### config.mk
export PLATFORM = sky130hd
export DESIGN_NAME = hilo_ctrl
export DESIGN_NICKNAME = d
export VERILOG_FILES = /design/src/rtl/hilo_ctrl.sv
export SDC_FILE = /design/constraint.sdc
export NUM_CORES = 2
export LEC_CHECK = 0
export ABC_AREA = 1
export CORE_ASPECT_RATIO = 1.5
export CORE_MARGIN = 2
export CORE_UTILIZATION = 55
export DETAILED_ROUTE_END_ITERATION = 7
export PLACE_DENSITY = 0.77
export SLEW_MARGIN = 30
export SYNTH_ARGS = -nofsm -noshare
export SYNTH_HDL_FRONTEND = slang
export SYNTH_SLANG_ARGS = --single-unit
### constraint.sdc
create_clock -name clk -period 7.4 [get_ports clk]
set_input_delay 1.48 -clock clk [delete_from_list [all_inputs] [get_ports clk]]
set_output_delay 1.48 -clock clk [all_outputs]
set_load 0.01 [all_outputs]
### src/rtl/hilo_ctrl.sv
// HI/LO write sequencer for EX: MTHI/MTLO, a registered multiplier,
// and a 32-iteration restoring divider, with pipeline stall and flush.
module hilo_ctrl (
    input  logic        clk,
    input  logic        rst,
    input  logic        valid_i,
    input  logic [2:0]  op_i,
    input  logic [31:0] src_a_i,
    input  logic [31:0] src_b_i,
    input  logic [31:0] hi_cur_i,
    input  logic [31:0] lo_cur_i,
    input  logic        flush_i,
    output logic        stall_o,
    output logic        hilo_we_o,
    output logic [31:0] hi_o,
    output logic [31:0] lo_o
);
    localparam int DATA_BUS = 32;

    localparam logic [2:0] OP_MULT  = 3'd1;
    localparam logic [2:0] OP_MULTU = 3'd2;
    localparam logic [2:0] OP_DIV   = 3'd3;
    localparam logic [2:0] OP_DIVU  = 3'd4;
    localparam logic [2:0] OP_MTHI  = 3'd5;
    localparam logic [2:0] OP_MTLO  = 3'd6;

    typedef enum logic [1:0] {IDLE, MUL, DIV, DONE} state_t;

    state_t state, state_n;

    logic [DATA_BUS-1:0] a_q, b_q, dvs_q, quo_q, rem_q;
    logic [DATA_BUS-1:0] hi_q, lo_q;
    logic                sgn_q, qneg_q, rneg_q, we_q;
    logic [4:0]          cnt;

    logic                op_ok, is_arith, is_div, is_sgn, accept;
    logic [DATA_BUS-1:0] hi_byp, lo_byp, a_mag, b_mag;
    logic [2*DATA_BUS-1:0] prod;
    logic [DATA_BUS:0]   shifted, diff;
    logic                ge;
    logic [DATA_BUS-1:0] rem_n, quo_n, q_fix, r_fix;

    always_comb begin
        op_ok    = (op_i != 3'd0) && (op_i != 3'd7);
        is_arith = (op_i >= OP_MULT) && (op_i <= OP_DIVU);
        is_div   = (op_i == OP_DIV) || (op_i == OP_DIVU);
        is_sgn   = (op_i == OP_MULT) || (op_i == OP_DIV);
        accept   = valid_i && (state == IDLE) && !flush_i && op_ok;
        stall_o  = !rst && !flush_i &&
                   ((accept && is_arith) || (state == MUL) || (state == DIV));
        hilo_we_o = we_q && !flush_i;
        hi_o     = hi_q;
        lo_o     = lo_q;
    end

    // Bypass so MTHI followed by MTLO sees the not-yet-written half.
    assign hi_byp = hilo_we_o ? hi_q : hi_cur_i;
    assign lo_byp = hilo_we_o ? lo_q : lo_cur_i;

    assign a_mag = (is_sgn && src_a_i[31]) ? -src_a_i : src_a_i;
    assign b_mag = (is_sgn && src_b_i[31]) ? -src_b_i : src_b_i;

    assign prod = {{DATA_BUS{sgn_q & a_q[31]}}, a_q} *
                  {{DATA_BUS{sgn_q & b_q[31]}}, b_q};

    always_comb begin
        shifted = {rem_q, quo_q[DATA_BUS-1]};
        diff    = shifted - {1'b0, dvs_q};
        ge      = !diff[DATA_BUS];
        rem_n   = ge ? diff[DATA_BUS-1:0] : shifted[DATA_BUS-1:0];
        quo_n   = {quo_q[DATA_BUS-2:0], ge};
        q_fix   = qneg_q ? -quo_n : quo_n;
        r_fix   = rneg_q ? -rem_n : rem_n;
    end

    always_comb begin
        state_n = state;
        if (flush_i) begin
            state_n = IDLE;
        end else begin
            case (state)
                IDLE: if (accept && is_arith)
                          state_n = is_div ? DIV : MUL;
                MUL:  state_n = DONE;
                DIV:  if (cnt == 5'd31) state_n = DONE;
                DONE: state_n = IDLE;
                default: state_n = IDLE;
            endcase
        end
    end

    always_ff @(posedge clk or posedge rst) begin
        if (rst) state <= IDLE;
        else     state <= state_n;
    end

    always_ff @(posedge clk or posedge rst) begin
        if (rst) begin
            a_q    <= '0;
            b_q    <= '0;
            dvs_q  <= '0;
            quo_q  <= '0;
            rem_q  <= '0;
            sgn_q  <= 1'b0;
            qneg_q <= 1'b0;
            rneg_q <= 1'b0;
            we_q   <= 1'b0;
            cnt    <= '0;
            hi_q   <= '0;
            lo_q   <= '0;
        end else if (flush_i) begin
            we_q <= 1'b0;
            cnt  <= '0;
        end else begin
            we_q <= 1'b0;
            case (state)
                IDLE: if (accept) begin
                    if (op_i == OP_MTHI) begin
                        we_q <= 1'b1;
                        hi_q <= src_a_i;
                        lo_q <= lo_byp;
                    end else if (op_i == OP_MTLO) begin
                        we_q <= 1'b1;
                        hi_q <= hi_byp;
                        lo_q <= src_a_i;
                    end else begin
                        a_q    <= src_a_i;
                        b_q    <= src_b_i;
                        sgn_q  <= is_sgn;
                        dvs_q  <= b_mag;
                        quo_q  <= a_mag;
                        rem_q  <= '0;
                        qneg_q <= is_sgn && (src_a_i[31] ^ src_b_i[31]);
                        rneg_q <= is_sgn && src_a_i[31];
                        cnt    <= '0;
                    end
                end
                MUL: begin
                    we_q <= 1'b1;
                    hi_q <= prod[2*DATA_BUS-1:DATA_BUS];
                    lo_q <= prod[DATA_BUS-1:0];
                end
                DIV: begin
                    rem_q <= rem_n;
                    quo_q <= quo_n;
                    cnt   <= cnt + 5'd1;
                    if (cnt == 5'd31) begin
                        we_q <= 1'b1;
                        if (dvs_q == '0) begin
                            hi_q <= a_q;
                            lo_q <= '1;
                        end else begin
                            hi_q <= r_fix;
                            lo_q <= q_fix;
                        end
                    end
                end
                default: ;
            endcase
        end
    end
endmodule

==> run metrics <==
first-pass GRT wire length=322000 um; Syn Area/Cell=7.46 um^2; port buffer count=200; outcome=complete, but fails checks; Top FF cell, synth=dfrtp_1; crit path capture type=register; largest net degree at the start of global routing=102; Worst path slowest cell=fa_1; P&R area growth vs syn=22.0%; first drt pass iteration count=6; Setup WS pre-CTS=-0.829 ns; Layout Utilization=67.6%; ANT nets after route=0; Boundary Pins=201; routed wire length=218000 um; CP Data Required Time=7.89 ns; register bit total from synthesis=234; Critical Path Start Type=register; initial drt markers=4485; Setup Skew=0.0551 ns; Die Wd=266 um; area of the die=106000 um^2; most frequent cells in the layout=nand2_1 (1997), inv_1 (1786), fa_1 (1076); synth unique cells=61; worst-skew pair later-pin latency=0.64 ns; Sink Count=234; Setup WS post-layout=-0.565 ns; total negative slack=-9.88 ns; layout cells sized above 1=17.3%; Max Clock Freq=126 MHz; GRT Util Overall=40.4%; Tcrit/Tclk final=108%; via count=54.2k; Post-DP HPWL=175000 um; post-DR vias/cell=5.68; worst stage delay on the critical path=0.59 ns; # nets final=9718; GRT overflow=0; Top Family by Delay on Critical Path=adder cells; critical path arrival=8.46 ns; CTS tree=yes; Synth Cell Area=56800 um^2; CP most frequent cell=fa_1; Post-synth EDFFs=0; FP Rows=144; initial core utilization=55.4%; initial antenna violation count=19; reg2reg setup slack=-0.57 ns; clock root buffer=clkbuf_16; Worst-path clk slew=0.08 ns; Crit Path Class=reg2reg; total CTS buffers=25; Post-synth ARST share=100%; number of global-route vias before repair=56.4k; Hold Fails Final Rpt=0; Tmin final=7.97 ns; Hold WC Path Type=reg2reg; Routed wire per std cell=22.9 um; yosys warns=0; Slew @ Worst Pin=1.08 ns; # setup viols final=36; Max Slew Vio Count=0; Syn Nets=9128; most common cell after layout, fill and taps aside=nand2_1; number of remaining DRC errors=0; H-tree depth=1; Rel. slew slack=27.9%; RSZ-0062 raised after global routing=yes; post-synthesis sequential area ratio=10.3%; failing checks=negative setup slack; core footprint=103000 um^2; Worst Path Buf+Inv=8; die span in y=398 um; Max Cap Viol=0; Post-Synthesis Cells=7612; gpl congestion=1.08; Longest Clk Path Bufs=3; WHS=0.488 ns; crit-path max FO=7
==> cells in the mapped netlist, types with 6 or more instances <==
cell / count / share of area (%)
nand3_1: 202 / 1.8
buf_2: 7 / 0.062
o22ai_1: 35 / 0.39
a21oi_1: 299 / 2.6
nor3_1: 47 / 0.41
nand2_2: 16 / 0.18
nor2_1: 311 / 2.1
o21bai_1: 10 / 0.13
a21o_1: 10 / 0.13
o21ai_1: 14 / 0.12
nor2_2: 11 / 0.12
o21ai_0: 357 / 3.1
a22o_1: 8 / 0.12
o221ai_1: 18 / 0.28
inv_1: 1898 / 13
nand2_1: 2077 / 14
o211ai_1: 24 / 0.32
buf_4: 7 / 0.092
inv_2: 17 / 0.11
buf_1: 14 / 0.092
nand2_4: 8 / 0.16
dfrtp_1: 234 / 10
xnor2_1: 28 / 0.43
nand4_1: 33 / 0.36
nand3b_1: 15 / 0.20
and2_1: 6 / 0.066
clkbuf_1: 358 / 2.4
fa_1: 1126 / 40
o31ai_1: 12 / 0.16
a31oi_1: 17 / 0.19
nor4_1: 16 / 0.18
ha_1: 255 / 5.6
xor2_1: 39 / 0.60
or2_2: 24 / 0.26
==> layer usage <==
layer	wire length, um	vias to the layer above	part of all wire [%]	global-route usage [%]
met5	63	-	0.029	0
met4	24300	10	11	33.7
met3	18100	1118	8.3	6.62
met2	105000	3017	48	68.6
met1	70900	26600	32	44.4
li1	-	23500	-	-
==> registers in the layout (all words and copies together), names as in the netlist, 2 cells and up <==
signal,cells
quo_q,32
rem_q,32
cnt,5
a_q,32
b_q,32
hi_o,32
state,2
dvs_q,31
lo_o,32
==> logic make-up after synthesis <==
family / share of synthesized area [%]
adder cells (fa/ha/maj): 45.3
buffers and inverters: 15.4
AO/OA/AOI/OAI: 8.13
XOR/XNOR: 1.03
flip-flops: 10.3
AND/OR/NAND/NOR: 19.9
==> worst paths after layout <==
| kind | start | to | cells after the start |
|---|---|---|---|
| max | sgn_q$_DFFE_PP0P_ | hi_o[22]$_DFFE_PP0P_ | 30 |
| min | lo_o[1]$_DFFE_PP0P_ | lo_o[1]$_DFFE_PP0P_ | 1 |
| max reg2reg | sgn_q$_DFFE_PP0P_ | hi_o[22]$_DFFE_PP0P_ | 30 |
| min reg2reg | lo_o[1]$_DFFE_PP0P_ | lo_o[1]$_DFFE_PP0P_ | 1 |
| max in group asynchronous | rst | a_q[3]$_DFFE_PP0P_ | 3 |
| min in group asynchronous | rst | lo_o[8]$_DFFE_PP0P_ | 2 |
==> repair_timing <==
action                                  in CTS  in global routing
cloned                                       3                  2
endpoints found under the setup margin      44                 46
setup buffers                               57                 65
pin swaps                                  119                182
gates resized for setup                    371                398
hold buffers                                 0                  0
==> metrics by stage <==
step | instance area, um^2 | cells
2_1_floorplan | 56800 | 7612
3_3_place_gp | 64600 | 9372
3_5_place_dp | 64600 | 9372
4_1_cts | 67300 | 9475
5_1_grt | 69300 | 9543
6_report | 69300 | 9550
==> area by class of cell <==
class	instances	area, um^2
tap	1314	1640
clock inverter	17	231
clock buffer	29	671
fill	8041	33200
antenna	15	37.5
inverter	1920	7230
sequential	234	5880
timing repair buffer	953	9040
multi-input combinational	5068	44600
Power is not shown: default switching activity piles up to over one toggle a cycle in this logic, so the estimate is an artifact.
